--- src/rtl/lambda_pkg.sv ---
// Shared defaults and grant encoding for the lambda SRAM arbiter.
package lambda_pkg;

   localparam int DW_DEF    = 16;
   localparam int AW_DEF    = 20;
   localparam int DEPTH_DEF = 400;

   typedef enum logic {
      GNT_WRITE = 1'b0,
      GNT_READ  = 1'b1
   } gnt_e;

   // Width of a counter holding 0..depth-1; never narrower than one bit.
   function automatic int cnt_width(input int depth);
      return (depth > 1) ? $clog2(depth) : 1;
   endfunction

endpackage

--- src/rtl/lambda_rr2.sv ---
// Two-way round-robin selector: loader write vs decoder read.
module lambda_rr2
   import lambda_pkg::*;
(
   input  logic wreq,
   input  logic rreq,
   input  logic last_grant,
   output logic gnt_w,
   output logic gnt_r
);

   // Under contention the write wins only if the read was served last.
   always_comb begin
      gnt_w = wreq && (!rreq || (last_grant == GNT_READ));
      gnt_r = rreq && !gnt_w;
   end

endmodule

--- src/rtl/lambda_arb.sv ---
// Arbitrates loader writes and decoder reads onto a single-port lambda SRAM.
// Define LAMBDA_ARB_RANGE_CHK_EN to compile in address range checking (o_err).
module lambda_arb
   import lambda_pkg::*;
#(
   parameter int DW    = DW_DEF,
   parameter int AW    = AW_DEF,
   parameter int DEPTH = DEPTH_DEF
)
(
   input  logic          clk,
   input  logic          rst_n,
   input  logic          i_wreq,
   input  logic [AW-1:0] i_waddr,
   input  logic [DW-1:0] i_wdata,
   output logic          o_wack,
   input  logic          i_rreq,
   input  logic [AW-1:0] i_raddr,
   output logic          o_rack,
   output logic          o_rvalid,
   output logic [DW-1:0] o_rdata,
   output logic          o_load_done,
   output logic          o_err,
   input  logic          i_err_clr,
   output logic          o_sram_wen,
   output logic [AW-1:0] o_sram_waddr,
   output logic [AW-1:0] o_sram_raddr,
   output logic [DW-1:0] o_sram_wdata,
   input  logic [DW-1:0] i_sram_rdata
);

   localparam int CW = cnt_width(DEPTH);

   logic          wreq_en;
   logic          rreq_en;
   logic          gnt_w;
   logic          gnt_r;
   logic          w_in_range;
   logic          r_in_range;
   logic          wr_count;
   gnt_e          last_grant_reg;
   gnt_e          last_grant_next;
   logic          rvalid_reg;
   logic          rd_oor_reg;
   logic          rd_oor_next;
   logic          done_reg;
   logic          done_next;
   logic [CW-1:0] wcnt_reg;
   logic [CW-1:0] wcnt_next;

   // Requests are masked while reset is held so no grant leaks out combinationally.
   assign wreq_en = i_wreq & rst_n;
   assign rreq_en = i_rreq & rst_n;

   lambda_rr2 u_rr2 (
      .wreq       (wreq_en),
      .rreq       (rreq_en),
      .last_grant (last_grant_reg),
      .gnt_w      (gnt_w),
      .gnt_r      (gnt_r)
   );

`ifdef LAMBDA_ARB_RANGE_CHK_EN
   localparam logic [AW:0] DEPTH_LIM = (AW+1)'(DEPTH);

   logic err_reg;
   logic err_next;

   assign w_in_range = ({1'b0, i_waddr} < DEPTH_LIM);
   assign r_in_range = ({1'b0, i_raddr} < DEPTH_LIM);

   // A fresh error outranks a clear in the same cycle.
   always_comb begin
      err_next = err_reg;
      if (i_err_clr)
         err_next = 1'b0;
      if ((gnt_w && !w_in_range) || (gnt_r && !r_in_range))
         err_next = 1'b1;
   end

   always_ff @(posedge clk or negedge rst_n) begin
      if (!rst_n)
         err_reg <= 1'b0;
      else
         err_reg <= err_next;
   end

   assign o_err = err_reg;
`else
   logic unused_err_clr;

   assign w_in_range     = 1'b1;
   assign r_in_range     = 1'b1;
   assign o_err          = 1'b0;
   assign unused_err_clr = i_err_clr;
`endif

   assign o_wack       = gnt_w;
   assign o_rack       = gnt_r;
   assign o_sram_wen   = gnt_w & w_in_range;
   assign o_sram_waddr = i_waddr;
   assign o_sram_wdata = i_wdata;
   assign o_sram_raddr = i_raddr;

   assign wr_count    = gnt_w & w_in_range;
   assign rd_oor_next = gnt_r & ~r_in_range;

   always_comb begin
      last_grant_next = last_grant_reg;
      if (gnt_w)
         last_grant_next = GNT_WRITE;
      else if (gnt_r)
         last_grant_next = GNT_READ;
   end

   // Counter wraps on the DEPTH-th accepted write; that same write raises done.
   always_comb begin
      wcnt_next = wcnt_reg;
      done_next = 1'b0;
      if (wr_count) begin
         if (wcnt_reg == CW'(DEPTH - 1)) begin
            wcnt_next = '0;
            done_next = 1'b1;
         end else begin
            wcnt_next = wcnt_reg + 1'b1;
         end
      end
   end

   always_ff @(posedge clk or negedge rst_n) begin
      if (!rst_n) begin
         last_grant_reg <= GNT_READ;
         rvalid_reg     <= 1'b0;
         rd_oor_reg     <= 1'b0;
         done_reg       <= 1'b0;
         wcnt_reg       <= '0;
      end else begin
         last_grant_reg <= last_grant_next;
         rvalid_reg     <= gnt_r;
         rd_oor_reg     <= rd_oor_next;
         done_reg       <= done_next;
         wcnt_reg       <= wcnt_next;
      end
   end

   assign o_rvalid    = rvalid_reg;
   assign o_rdata     = rd_oor_reg ? '0 : i_sram_rdata;
   assign o_load_done = done_reg;

endmodule
--- config.mk ---
export PLATFORM = sky130hd
export DESIGN_NAME = lambda_arb
export DESIGN_NICKNAME = d
export VERILOG_FILES = /design/src/rtl/lambda_pkg.sv /design/src/rtl/lambda_rr2.sv /design/src/rtl/lambda_arb.sv
export SDC_FILE = /design/constraint.sdc
export NUM_CORES = 1
export LEC_CHECK = 0
export ABC_AREA = 1
export CAP_MARGIN = 20
export CORE_ASPECT_RATIO = 0.7
export CORE_UTILIZATION = 28
export CTS_BUF_LIST = sky130_fd_sc_hd__clkbuf_8 sky130_fd_sc_hd__clkbuf_16
export DETAILED_ROUTE_END_ITERATION = 8
export MAX_ROUTING_LAYER = met4
export PLACE_DENSITY = 0.94
export SLEW_MARGIN = 30
export SYNTH_ARGS = -nofsm -noshare
export SYNTH_HDL_FRONTEND = slang
export SYNTH_SLANG_ARGS = --single-unit
export TNS_END_PERCENT = 30
--- constraint.sdc ---
create_clock -name clk -period 2.7 [get_ports clk]
set_input_delay 0.81 -clock clk [delete_from_list [all_inputs] [get_ports clk]]
set_output_delay 0.81 -clock clk [all_outputs]
set_load 0.02 [all_outputs]
# After elaboration in Yosys (flattened, before gate mapping)
# Index checks and enable logic that the tools add are counted.
word_totals:
  ff_bits: 12
  in_bits: 77
  output_inout_bits: 78
  wordCells: 19
classes:
  addsub: 1
  eq_ne: 1
  n_mux: 5
  n_bitwise: 2
  n_reduce_logical: 6
op_table:
  columns: ["cell", "n"]
  rows:
  - ["adder 9 x 1 -> 9 bit, second input constant", 1]
  - ["== test 9 bit, second input constant", 1]
  - ["2-to-1 mux 9 bit", 1]
  - ["2-to-1 mux 1 bit", 4]
  - ["AND 1 bit", 2]
  - ["logical AND 1 bit", 2]
  - ["zero test 1 bit", 2]
  - ["nonzero test 2 bit", 1]
  - ["logical OR 1 bit", 1]

# Depth between registers and ports, before layout
# Gate-level depths: netlist of run 1.
logic_depth:
  ltp_word: 8
  ltp_mapped: 8
  mapped_depth_nobuf: 8

# Cells and area by module
# A second synthesis of run 1 with hierarchy kept.
hier_totals:
  cells_unflattened: 154
  area_unflattened_um2: 1206.2
by_module_without_submodules:
  columns: ["module", "instances", "cells_each", "area_each_um2", "seq_area_each_um2"]
  rows:
  - ["lambda_arb", 1, 150, 1178.6, 301.5]
  - ["lambda_rr2", 1, 4, 27.5, 0.0]

# Worst setup path before layout of run 1
# OpenSTA, ideal clock, no wires.
synth_timing:
  kind: "input -> output"
  from: "input port i_rreq"
  to: "output port o_rack"
  arrival_time_ps: 1498
  t_required_ps: 1890
  slack_ps: 392
  cell_stages: 4
  n_path_buf: 0
  path_cell_list: "nand3_1 nand2_4 inv_2 nor2_1"
synth_between:
  elab_chain_len: 6
synth_rtl:
  columns: ["element", "line_no", "text"]
  rows:
  - ["start: declaration", "lambda_arb.sv:17", "input logic i_rreq,"]
  - ["AND 1 bit", "lambda_arb.sv:53", "assign rreq_en = i_rreq & rst_n;"]
  - ["zero test 1 bit", "lambda_rr2.sv:14", "gnt_w = wreq && (!rreq || (last_grant == GNT_READ));"]
  - ["logical OR 1 bit", "lambda_rr2.sv:14", null]
  - ["logical AND 1 bit", "lambda_rr2.sv:14", null]
  - ["named net o_sram_wen", "lambda_arb.sv:25", "output logic o_sram_wen,"]
  - ["zero test 1 bit", "lambda_rr2.sv:15", "gnt_r = rreq && !gnt_w;"]
  - ["logical AND 1 bit", "lambda_rr2.sv:15", null]
  - ["end: declaration", "lambda_arb.sv:19", "output logic o_rack,"]
# The timed path passes the listed nets, and every way through them passes these cells.

# Worst setup path in the final report of run 1
layout_timing:
  from: "input port i_rreq"
  to: "output port o_wack"
layout_between:
  elab_chain_len: 4
layout_rtl:
  columns: ["element", "line_no", "text"]
  rows:
  - ["AND 1 bit", "lambda_arb.sv:53", null]
  - ["zero test 1 bit", "lambda_rr2.sv:14", null]
  - ["logical OR 1 bit", "lambda_rr2.sv:14", null]
  - ["logical AND 1 bit", "lambda_rr2.sv:14", null]
  - ["end: declaration", "lambda_arb.sv:16", "output logic o_wack,"]
# No other way between the ends.

==> results of run 1 <==
layer usage:
metal | track usage, % | wire [um]
met5 | - | 0
met4 | 6.12 | 37
met3 | 11.7 | 466
met2 | 10.2 | 839
met1 | 8.77 | 710
cells in the final DEF (no fill, tap or decap), types with 2 or more instances in the layout:
master	Yosys	routed
sky130_fd_sc_hd__xor2_1	3	3
sky130_fd_sc_hd__o21ai_0	2	2
sky130_fd_sc_hd__dfrtp_1	11	11
sky130_fd_sc_hd__clkdlybuf4s15_1	0	2
sky130_fd_sc_hd__inv_1	10	11
sky130_fd_sc_hd__nor2_1	12	11
sky130_fd_sc_hd__clkbuf_8	0	3
sky130_fd_sc_hd__nand2_2	3	3
sky130_fd_sc_hd__buf_4	74	5
sky130_fd_sc_hd__nand2_1	23	23
sky130_fd_sc_hd__nor2_2	1	2
sky130_fd_sc_hd__clkdlybuf4s50_1	0	4
sky130_fd_sc_hd__nand3_1	9	8
what timing repair did:
action,4_1_cts,5_1_grt
hold buffers,0,0
gates resized for setup,11,1
gates cloned,0,0
endpoints found under the setup margin,3,1
setup buffers,0,0
power by group through the flow:
stage / registers, mW / clock network, mW / logic (mW)
after global routing: 0.277 / 0.177 / 0.163
after CTS: 0.270 / 0.169 / 0.143
after detailed placement: 0.273 / 0 / 0.143
after global placement: 0.269 / 0 / 0.136
final: 0.271 / 0.162 / 0.143
after floorplan: 0.262 / 0 / 0.265
metrics by stage:
stage	cell area [um2]	utilization, %	setup WS [ps]	hold WS [ps]	setup TNS (ps)
after floorplan	1230	-	392	463	0
after global placement	847	20.8	-475	492	-1140
after detailed placement	847	20.8	-573	517	-1290
after CTS	893	22.0	19.6	525	0
after global routing	896	22.0	-19.8	530	-53.7
final	896	22.0	29.6	523	0
logic make-up after synthesis:
logic type / after synthesis / share of synthesized area (%)
buffers and inverters: 86 / 49.0
AND/OR/NAND/NOR: 51 / 20.7
flip-flops: 12 / 24.6
XOR/XNOR: 4 / 2.85
AO/OA/AOI/OAI: 3 / 1.53
adder cells (fa/ha/maj): 1 / 1.02
other: 1 / 0.306
worst max-delay path: stages:
cell,delay (ps)
sky130_fd_sc_hd__clkdlybuf4s50_1,510
sky130_fd_sc_hd__nand3_2,120
sky130_fd_sc_hd__nand2_4,80
sky130_fd_sc_hd__inv_2,50
sky130_fd_sc_hd__clkdlybuf4s15_1,280
path summary, 6_finish.rpt:
| kind | end | slack, ps | from |
|---|---|---|---|
| setup / recovery | o_wack | 30 | i_rreq |
| hold / removal | wcnt_reg[6]$_DFFE_PN0P_ | 520 | wcnt_reg[6]$_DFFE_PN0P_ |
| setup reg to reg | wcnt_reg[4]$_DFFE_PN0P_ | 1410 | wcnt_reg[1]$_DFFE_PN0P_ |
| hold reg to reg | wcnt_reg[6]$_DFFE_PN0P_ | 520 | wcnt_reg[6]$_DFFE_PN0P_ |
| max in group asynchronous | last_grant_reg$_DFFE_PN1P_ | 1740 | rst_n |
| min in group asynchronous | wcnt_reg[2]$_DFFE_PN0P_ | 750 | rst_n |
cell type report:
class	instances	area (um2)	area share [%]
Multi-Input combinational cell	60	332	37.0
Clock buffer	3	41.3	4.61
Timing Repair Buffer	12	106	11.9
Clock inverter	1	3.75	0.419
Inverter	12	46.3	5.17
Sequential cell	12	302	33.7
Tap cell	52	65.1	7.26
==> impl_metrics.prom, run 1 <==
# TYPE chip_impl_metric gauge
chip_impl_metric{name="grt_pass1_wl",unit="um"} 3050
chip_impl_metric{name="total_power",unit="mW"} 0.576
chip_impl_info{name="timing.setup.critical_path_class",value="in2out"} 1
chip_impl_metric{name="grt_start_max_net_pins",unit=""} 9
chip_impl_info{name="worstHoldPathType",value="reg2reg"} 1
chip_impl_metric{name="dp.cells",unit=""} 148
chip_impl_info{name="worstSetupStartpointType",value="input port"} 1
chip_impl_metric{name="max_cap_viol_count",unit=""} 0
chip_impl_metric{name="detail_route.vias_per_cell",unit=""} 4.24
chip_impl_info{name="ys.flop_type",value="sky130_fd_sc_hd__dfrtp_1"} 1
chip_impl_metric{name="syn_nets",unit=""} 236
chip_impl_metric{name="postSynthAreaPerCell",unit="um2"} 7.77
chip_impl_metric{name="share_comb_of_total_power",unit="%"} 24.8
chip_impl_metric{name="die_y_extent",unit="um"} 57.4
chip_impl_info{name="yosysTopAreaCell",value="sky130_fd_sc_hd__buf_4"} 1
chip_impl_info{name="worst_setup_path_end_kind",value="output port"} 1
chip_impl_metric{name="global_route_total_usage_across_every_layer",unit="%"} 9.46
chip_impl_metric{name="layout.filler_cells",unit=""} 441
chip_impl_info{name="post-synth-top-count-cell",value="sky130_fd_sc_hd__buf_4"} 1
chip_impl_metric{name="path_max_fanout",unit=""} 4
chip_impl_metric{name="post-route-period-util",unit="%"} 98.9
chip_impl_metric{name="worstRegToRegCells",unit=""} 6
chip_impl_metric{name="power_report.internal_total",unit="mW"} 0.378
chip_impl_info{name="ctsRootBufferMaster",value="sky130_fd_sc_hd__clkbuf_8"} 1
chip_impl_metric{name="port_buffers",unit=""} 8
chip_impl_metric{name="antenna_violating_nets_post_route",unit=""} 0
chip_impl_metric{name="timing.final.max_slew_violations",unit=""} 0
chip_impl_metric{name="ant_diodes",unit=""} 0
chip_impl_metric{name="finalWirelength",unit="um"} 2050
chip_impl_metric{name="tmin_final",unit="ps"} 2670
chip_impl_metric{name="finalHoldViolations",unit=""} 0
chip_impl_metric{name="numClockSinks",unit=""} 12
chip_impl_metric{name="drt-pass1-iter-count",unit=""} 4
chip_impl_info{name="synth_top_area_cells",value="sky130_fd_sc_hd__buf_4, sky130_fd_sc_hd__dfrtp_1, sky130_fd_sc_hd__nand2_1, sky130_fd_sc_hd__nand3_1, sky130_fd_sc_hd__nor2_1"} 1
chip_impl_metric{name="cts_buffers",unit=""} 3
chip_impl_info{name="netlist_top_cells_count",value="sky130_fd_sc_hd__buf_4, sky130_fd_sc_hd__nand2_1, sky130_fd_sc_hd__nor2_1"} 1
chip_impl_metric{name="share_of_layout_cells_above_drive_strength_1",unit="%"} 21.0
chip_impl_metric{name="timing.clock.skew",unit="ps"} 3.91
chip_impl_metric{name="clock_network_fraction_of_design_power",unit="%"} 28.1
chip_impl_metric{name="drcViolationCount",unit=""} 0
chip_impl_metric{name="critical_path_required",unit="ps"} 1890
chip_impl_metric{name="largest_register_ffs",unit=""} 9
chip_impl_metric{name="first_global_vias",unit=""} 605
chip_impl_metric{name="area_of_the_mapped_netlist",unit="um2"} 1230
chip_impl_metric{name="syn-instance-count",unit=""} 158
chip_impl_metric{name="ctsHtreeMaxLevel",unit=""} 1
chip_impl_metric{name="net-switching-power",unit="mW"} 0.198
chip_impl_metric{name="die-area",unit="um2"} 4660
chip_impl_metric{name="grt_overflow",unit=""} 0
chip_impl_metric{name="initial_utilization",unit="%"} 30.2
chip_impl_metric{name="max_freq",unit="GHz"} 0.374
chip_impl_metric{name="ys.warnings.count",unit=""} 0
chip_impl_info{name="outcome",value="completed"} 1
chip_impl_metric{name="clk-insertion-delay-late",unit="ps"} 240
chip_impl_metric{name="cts_buffer_depth",unit=""} 2
chip_impl_metric{name="drt-wirelength-per-cell",unit="um"} 13.5
chip_impl_metric{name="gp_routability_congestion",unit=""} 0.795
chip_impl_metric{name="nets_final",unit=""} 179
chip_impl_info{name="clock_tree_from_tritoncts",value="built"} 1
chip_impl_metric{name="io_pins",unit=""} 155
chip_impl_metric{name="row_count",unit=""} 19
chip_impl_metric{name="netlist-cell-type-count",unit=""} 20
chip_impl_metric{name="antenna_found_initial",unit=""} 0
chip_impl_metric{name="worst_hold_path.num_cells",unit=""} 1
chip_impl_metric{name="setup_viol",unit=""} 0
chip_impl_metric{name="routed-via-count",unit=""} 644
chip_impl_metric{name="critPathArrivalTime",unit="ps"} 1860
chip_impl_metric{name="die_width",unit="um"} 81.1
chip_impl_metric{name="power-per-cell-area",unit="nW/um2"} 643
chip_impl_metric{name="switching_share",unit="%"} 34.4
chip_impl_metric{name="vdd_ir_drop_max",unit="V"} 0.000212
chip_impl_metric{name="total_leakage_power",unit="nW"} 0.448
chip_impl_metric{name="detailed_place_hpwl",unit="um"} 1570
chip_impl_metric{name="first_iter_violations",unit=""} 54
chip_impl_metric{name="postSynthRegisterBits",unit=""} 12
chip_impl_metric{name="final_cells",unit=""} 152
chip_impl_metric{name="power.share.sequential",unit="%"} 47.1
chip_impl_metric{name="area_of_the_core_region",unit="um2"} 4070
chip_impl_metric{name="synth-edff-count",unit=""} 0
chip_impl_metric{name="synth-seq-area-share",unit="%"} 24.6
chip_impl_metric{name="ys_async_sr_fraction",unit="%"} 100
chip_impl_metric{name="path_clk_slew",unit="ps"} 50
chip_impl_metric{name="synthDominantCellAreaShare",unit="%"} 45.3
chip_impl_metric{name="area_delta_synth_final",unit="%"} -27.0
Power figures use the tool's default switching activity.
==> inputs of run 2 (changes only) <==
--- a/config.mk
+++ b/config.mk
@@ -8,11 +8,12 @@
 export ABC_AREA = 1
 export CAP_MARGIN = 20
 export CORE_ASPECT_RATIO = 0.7
-export CORE_UTILIZATION = 28
+export CORE_UTILIZATION = 40
 export CTS_BUF_LIST = sky130_fd_sc_hd__clkbuf_8 sky130_fd_sc_hd__clkbuf_16
 export DETAILED_ROUTE_END_ITERATION = 8
+export DONT_BUFFER_PORTS = 1
 export MAX_ROUTING_LAYER = met4
-export PLACE_DENSITY = 0.94
+export PLACE_DENSITY = 0.61
 export SLEW_MARGIN = 30
 export SYNTH_ARGS = -nofsm -noshare
 export SYNTH_HDL_FRONTEND = slang
==> impl_metrics.prom, run 2 (synthesis gave the netlist of run 1 again) <==
# TYPE chip_impl_metric gauge
chip_impl_metric{name="worst_path_buf_inv",unit=""} 1
chip_impl_metric{name="share_of_layout_cells_above_drive_strength_1",unit="%"} 18.0
chip_impl_info{name="clock_tree_from_tritoncts",value="built"} 1
chip_impl_info{name="critical_path_cell_by_cell",value="nand3_1 > nand2_4 > inv_2 > nor2_1"} 1
chip_impl_metric{name="finalHoldViolations",unit=""} 0
chip_impl_info{name="setup_repair_after_global_routing_missed_its_margin",value="false"} 1
chip_impl_metric{name="port_buffers",unit=""} 0
chip_impl_metric{name="grt_start_max_net_pins",unit=""} 16
chip_impl_metric{name="setup_viol",unit=""} 0
chip_impl_metric{name="cts_resized",unit=""} 0
chip_impl_metric{name="dpl_cell_area",unit="um2"} 724
chip_impl_info{name="timing.setup.critical_path_class",value="in2out"} 1
chip_impl_metric{name="grt_pass1_wl",unit="um"} 2790
chip_impl_metric{name="vdd_ir_drop_max",unit="V"} 0.000228
chip_impl_metric{name="clk-insertion-delay-late",unit="ps"} 240
chip_impl_metric{name="row_count",unit=""} 16
chip_impl_info{name="worstSetupStartpointType",value="input port"} 1
chip_impl_metric{name="critical-path-max-stage-delay",unit="ps"} 320
chip_impl_metric{name="drt-pass1-iter-count",unit=""} 4
chip_impl_metric{name="tmin_final",unit="ps"} 2250
chip_impl_metric{name="timing.clock.skew",unit="ps"} 1.35
chip_impl_metric{name="nets_final",unit=""} 168
chip_impl_info{name="layout.cells.most_common_list",value="sky130_fd_sc_hd__nand2_1, sky130_fd_sc_hd__nor2_1, sky130_fd_sc_hd__dfrtp_1"} 1
chip_impl_metric{name="numClockSinks",unit=""} 12
chip_impl_metric{name="setup_tns",unit="ps"} 0
chip_impl_metric{name="routed-via-count",unit=""} 616
chip_impl_metric{name="ant_diodes",unit=""} 0
chip_impl_metric{name="initial_utilization",unit="%"} 42.9
chip_impl_metric{name="hold_buffers",unit=""} 0
chip_impl_metric{name="max_freq",unit="GHz"} 0.444
chip_impl_metric{name="hold-worst-slack",unit="ps"} 257
chip_impl_metric{name="io_pins",unit=""} 155
chip_impl_info{name="worstHoldPathType",value="in2async"} 1
chip_impl_metric{name="critical_path_required",unit="ps"} 1890
chip_impl_metric{name="postLayoutCellArea",unit="um2"} 779
chip_impl_metric{name="drt-wirelength-per-cell",unit="um"} 13.8
chip_impl_metric{name="die_width",unit="um"} 68.2
chip_impl_metric{name="die_y_extent",unit="um"} 48.3
chip_impl_metric{name="grt_overflow",unit=""} 0
chip_impl_metric{name="detailed_place_hpwl",unit="um"} 1290
chip_impl_metric{name="drcViolationCount",unit=""} 0
chip_impl_metric{name="first_global_vias",unit=""} 613
chip_impl_info{name="worst_setup_path_end_kind",value="output port"} 1
chip_impl_metric{name="path_clk_slew",unit="ps"} 50
chip_impl_metric{name="detail_route.vias_per_cell",unit=""} 4.93
chip_impl_metric{name="area_delta_synth_final",unit="%"} -36.5
chip_impl_metric{name="first_iter_violations",unit=""} 14
chip_impl_metric{name="critPathArrivalTime",unit="ps"} 1440
chip_impl_metric{name="cts_buffer_depth",unit=""} 2
chip_impl_info{name="cpMaxStageDelayCell",value="sky130_fd_sc_hd__nor2_1"} 1
chip_impl_metric{name="global_route_total_usage_across_every_layer",unit="%"} 12.0
chip_impl_metric{name="power-per-cell-area",unit="nW/um2"} 757
chip_impl_metric{name="gp_routability_congestion",unit=""} 0.759
chip_impl_metric{name="path_max_fanout",unit=""} 9
chip_impl_info{name="outcome",value="completed"} 1
chip_impl_metric{name="die-area",unit="um2"} 3300
chip_impl_metric{name="ctsHtreeMaxLevel",unit=""} 1
chip_impl_metric{name="antenna_found_initial",unit=""} 0
chip_impl_metric{name="largest_register_ffs",unit=""} 9
chip_impl_metric{name="post-route-period-util",unit="%"} 83.4
chip_impl_metric{name="timing.final.max_slew_violations",unit=""} 0
chip_impl_info{name="layout_commonest_cell",value="sky130_fd_sc_hd__nand2_1"} 1
chip_impl_metric{name="max_cap_viol_count",unit=""} 0
chip_impl_info{name="path_delay_family",value="simple AND/OR/NAND/NOR gates"} 1
chip_impl_metric{name="finalWirelength",unit="um"} 1730
chip_impl_metric{name="total_leakage_power",unit="nW"} 0.400
chip_impl_info{name="ctsRootBufferMaster",value="sky130_fd_sc_hd__clkbuf_8"} 1
chip_impl_metric{name="post-cts-setup-buffer-count",unit=""} 0
chip_impl_metric{name="area_of_the_core_region",unit="um2"} 2860
chip_impl_metric{name="antenna_violating_nets_post_route",unit=""} 0
chip_impl_metric{name="cts_buffers",unit=""} 3
## run 2: cell types whose count changed in the layout (fill, tap and decap cells not counted), sizes merged
| cell | before | now |
|---|---|---|
| clkdlybuf4s50 | 4 | 0 |
| inv | 12 | 11 |
| dlygate4sd2 | 1 | 0 |
| buf | 5 | 1 |
| clkdlybuf4s15 | 2 | 0 |
| clkbuf | 3 | 4 |
## run 2: final cells by class
class | count | area [um2]
Clock buffer | 4 | 55.1
Fill cell | 311 | 2080
Inverter | 12 | 46.3
Multi-Input combinational cell | 60 | 324
Sequential cell | 12 | 302
Tap cell | 36 | 45.0
Timing Repair Buffer | 1 | 7.51
## run 2: path summary, 6_finish.rpt
kind,from,end,slack [ps],depth (start not counted)
setup / recovery,i_rreq,o_rack,450,4
hold / removal,rst_n,wcnt_reg[2]$_DFFE_PN0P_,260,0
setup reg to reg,last_grant_reg$_DFFE_PN1P_,wcnt_reg[4]$_DFFE_PN0P_,1290,9
hold reg to reg,last_grant_reg$_DFFE_PN1P_,last_grant_reg$_DFFE_PN1P_,500,2
max in group asynchronous,rst_n,last_grant_reg$_DFFE_PN1P_,2270,0
min in group clk,last_grant_reg$_DFFE_PN1P_,last_grant_reg$_DFFE_PN1P_,500,2
## run 2: power by group
group	total [mW]	internal, mW	switching (mW)
clock network	0.198	0.129	0.0690
registers	0.270	0.222	0.0476
logic	0.122	0.0447	0.0772
total	0.590	0.396	0.194
## run 2: stage by stage
stage | worst slack, ps | power (mW) | cells | utilization (%)
floorplan | 392 | 0.526 | 158 | -
global placement | 439 | 0.388 | 121 | 25.3
detailed placement | 440 | 0.394 | 121 | 25.3
CTS | 442 | 0.597 | 125 | 27.2
global route | 353 | 0.634 | 125 | 27.2
finish | 449 | 0.590 | 125 | 27.2
## run 2: layer usage
layer	GRT usage [%]	share of wire, %	vias up
met3	9.20	17	30
li1	-	-	262
met1	10.9	35	264
met4	12.8	9.3	0
met2	14.9	39	60
met5	-	0	-
==> inputs of run 3 (changes only) <==
--- a/config.mk
+++ b/config.mk
@@ -13,7 +13,7 @@
 export DETAILED_ROUTE_END_ITERATION = 8
 export DONT_BUFFER_PORTS = 1
 export MAX_ROUTING_LAYER = met4
-export PLACE_DENSITY = 0.61
+export PLACE_DENSITY = 0.63
 export SLEW_MARGIN = 30
 export SYNTH_ARGS = -nofsm -noshare
 export SYNTH_HDL_FRONTEND = slang
==> constraint.sdc (replaced) <==
create_clock -name clk -period 1.85 [get_ports clk]
set_input_delay 0.555 -clock clk [delete_from_list [all_inputs] [get_ports clk]]
set_output_delay 0.555 -clock clk [all_outputs]
set_load 0.02 [all_outputs]
==> impl_metrics.prom, run 3 (synthesis gave the netlist of run 1 again) <==
# TYPE chip_impl_metric gauge
chip_impl_info{name="outcome",value="completed"} 1
chip_impl_metric{name="max_cap_viol_count",unit=""} 0
chip_impl_metric{name="initial_utilization",unit="%"} 42.9
chip_impl_metric{name="clk-insertion-delay-late",unit="ps"} 240
chip_impl_metric{name="switching_share",unit="%"} 33.0
chip_impl_metric{name="timing_worst_slew_pin_value",unit="ps"} 527
chip_impl_metric{name="nets_final",unit=""} 173
chip_impl_metric{name="die-area",unit="um2"} 3300
chip_impl_metric{name="final_cells",unit=""} 130
chip_impl_metric{name="power-per-cell-area",unit="nW/um2"} 1060
chip_impl_metric{name="setup_viol",unit=""} 0
chip_impl_metric{name="max_freq",unit="GHz"} 0.568
chip_impl_metric{name="numClockSinks",unit=""} 12
chip_impl_info{name="crit_start",value="last_grant_reg$_DFFE_PN1P_"} 1
chip_impl_metric{name="die_width",unit="um"} 68.2
chip_impl_info{name="ctsRootBufferMaster",value="sky130_fd_sc_hd__clkbuf_8"} 1
chip_impl_info{name="worstSetupStartpointType",value="flop"} 1
chip_impl_metric{name="grt_start_max_net_pins",unit=""} 16
chip_impl_metric{name="antenna_violating_nets_post_route",unit=""} 0
chip_impl_metric{name="port_buffers",unit=""} 0
chip_impl_info{name="rr_endpoint",value="wcnt_reg[4]$_DFFE_PN0P_"} 1
chip_impl_metric{name="routed-via-count",unit=""} 617
chip_impl_metric{name="critPathArrivalTime",unit="ps"} 1210
chip_impl_metric{name="total_leakage_power",unit="nW"} 0.425
chip_impl_metric{name="dpl_cell_area",unit="um2"} 732
chip_impl_metric{name="grt_pass1_wl",unit="um"} 2810
chip_impl_metric{name="net-switching-power",unit="mW"} 0.290
chip_impl_metric{name="layout.filler_cells",unit=""} 314
chip_impl_metric{name="area_of_the_core_region",unit="um2"} 2860
chip_impl_info{name="setup_repair_after_global_routing_missed_its_margin",value="false"} 1
chip_impl_metric{name="drcViolationCount",unit=""} 0
chip_impl_metric{name="detail_route.vias_per_cell",unit=""} 4.75
chip_impl_metric{name="critical_path_required",unit="ps"} 1290
chip_impl_metric{name="drt-wirelength-per-cell",unit="um"} 14.0
chip_impl_metric{name="cts_buffer_depth",unit=""} 2
chip_impl_metric{name="ant_diodes",unit=""} 0
chip_impl_metric{name="max_slew_margin",unit="%"} 64.8
chip_impl_metric{name="timing.clock.skew",unit="ps"} 1.23
chip_impl_metric{name="postLayoutCellArea",unit="um2"} 831
chip_impl_metric{name="path_max_fanout",unit=""} 5
chip_impl_metric{name="drt-pass1-iter-count",unit=""} 4
chip_impl_metric{name="detailed_place_hpwl",unit="um"} 1380
chip_impl_info{name="worst_setup_path_endpoint",value="o_rack"} 1
chip_impl_metric{name="share_of_layout_cells_above_drive_strength_1",unit="%"} 23.4
chip_impl_metric{name="clock_network_fraction_of_design_power",unit="%"} 32.8
chip_impl_metric{name="finalWirelength",unit="um"} 1830
chip_impl_metric{name="row_count",unit=""} 16
chip_impl_metric{name="io_pins",unit=""} 155
chip_impl_metric{name="timing.reg2reg.setup_slack",unit="ps"} 560
chip_impl_metric{name="first_global_vias",unit=""} 612
chip_impl_metric{name="tmin_final",unit="ps"} 1760
chip_impl_metric{name="ctsHtreeMaxLevel",unit=""} 1
chip_impl_metric{name="final_critical_path_setup_slack",unit="ps"} 88.6
chip_impl_metric{name="area_delta_synth_final",unit="%"} -32.3
chip_impl_metric{name="first_iter_violations",unit=""} 6
chip_impl_metric{name="power.share.sequential",unit="%"} 45.2
chip_impl_metric{name="vdd_ir_drop_max",unit="V"} 0.000413
chip_impl_metric{name="post-route-period-util",unit="%"} 95.2
chip_impl_info{name="layout.cells.most_common_list",value="sky130_fd_sc_hd__nand2_1, sky130_fd_sc_hd__nor2_1, sky130_fd_sc_hd__dfrtp_1"} 1
chip_impl_metric{name="cts_buffers",unit=""} 3
chip_impl_info{name="clock_tree_from_tritoncts",value="built"} 1
chip_impl_metric{name="finalHoldViolations",unit=""} 0
chip_impl_metric{name="timing.final.max_slew_violations",unit=""} 0
chip_impl_metric{name="global_route_total_usage_across_every_layer",unit="%"} 11.7
chip_impl_metric{name="share_comb_of_total_power",unit="%"} 22.0
chip_impl_info{name="timing.setup.critical_path_class",value="reg2out"} 1
chip_impl_metric{name="final_core_utilization",unit="%"} 29.0
chip_impl_metric{name="antenna_found_initial",unit=""} 0
chip_impl_metric{name="dp.cells",unit=""} 122
chip_impl_metric{name="grt_overflow",unit=""} 0
chip_impl_info{name="reg2reg_from",value="last_grant_reg$_DFFE_PN1P_"} 1
chip_impl_metric{name="dp_slack",unit="ps"} 154
chip_impl_metric{name="worstRegToRegCells",unit=""} 9
chip_impl_info{name="worstHoldPathType",value="in2async"} 1
chip_impl_metric{name="die_y_extent",unit="um"} 48.3
chip_impl_metric{name="power_report.internal_total",unit="mW"} 0.587
chip_impl_metric{name="path_clk_slew",unit="ps"} 50
chip_impl_metric{name="gp_routability_congestion",unit=""} 0.761
chip_impl_metric{name="largest_register_ffs",unit=""} 9
chip_impl_info{name="layout_commonest_cell",value="sky130_fd_sc_hd__nand2_1"} 1
chip_impl_metric{name="total_power",unit="mW"} 0.877
chip_impl_info{name="worst_setup_path_end_kind",value="output port"} 1
run 3: changes by cell type in the layout (fill, tap and decap cells not counted):
cell	before	now
sky130_fd_sc_hd__nand3_2	0	1
sky130_fd_sc_hd__dlygate4sd3_1	0	1
sky130_fd_sc_hd__buf_4	1	4
sky130_fd_sc_hd__nand3_1	9	8
sky130_fd_sc_hd__buf_6	0	1
sky130_fd_sc_hd__nor2_1	12	11
sky130_fd_sc_hd__nor2_2	1	2
run 3: layer usage:
metal  up-vias  track usage, %  wire length (um)
li1        275               -                 -
met1       272            12.0               713
met2        46            14.7               685
met3        24            8.96               298
met4         0            8.68               129
met5         -               -                 0
run 3: worst max-delay path, cell delays in order, from the launching register on:
cell	delay, ps
sky130_fd_sc_hd__dfstp_2	510
sky130_fd_sc_hd__inv_1	50
sky130_fd_sc_hd__nand3_2	80
sky130_fd_sc_hd__nand2_4	70
sky130_fd_sc_hd__inv_2	70
sky130_fd_sc_hd__nor2_2	40
sky130_fd_sc_hd__buf_4	150
run 3: stage by stage:
stage	hold WS, ps	setup TNS [ps]
final	154	0
after global routing	142	0
after CTS	-4.69	-9.70
after detailed placement	260	0
after global placement	260	0
after floorplan	259	0
run 3: worst min-delay path by stage:
stage           from                    endpoint  slack [ps]  depth (start not counted)
2_1_floorplan  rst_n       o_load_done$_DFF_PN0_         260                          0
3_3_place_gp   rst_n     wcnt_reg[2]$_DFFE_PN0P_         260                          0
3_5_place_dp   rst_n     wcnt_reg[2]$_DFFE_PN0P_         260                          0
4_1_cts        rst_n     wcnt_reg[2]$_DFFE_PN0P_          -5                          0
5_1_grt        rst_n  last_grant_reg$_DFFE_PN1P_         140                          0
6_report       rst_n  last_grant_reg$_DFFE_PN1P_         150                          0
run 3: power by group through the flow:
stage	clock [mW]	sequential, mW	combinational [mW]
after global placement	0	0.394	0.173
after floorplan	0	0.382	0.386
after detailed placement	0	0.402	0.179
final	0.288	0.397	0.193
after global routing	0.311	0.406	0.222
after CTS	0.298	0.397	0.181
run 3: repair_timing:
action	CTS	global route
gates resized for setup	1	2
cloned	0	0
pin swaps	0	1
hold endpoints to repair	11	11
endpoints found under the setup margin	2	3
setup buffers	0	3
run 3: area by class of cell:
class / instances / area (um2) / share of cell area [%]
repair buffers: 6 / 51.3 / 6.17
clock buffers: 4 / 55.1 / 6.63
inverters: 12 / 46.3 / 5.57
multi-input cells: 60 / 332 / 39.9
flip-flops and latches: 12 / 302 / 36.3
well taps: 36 / 45.0 / 5.42
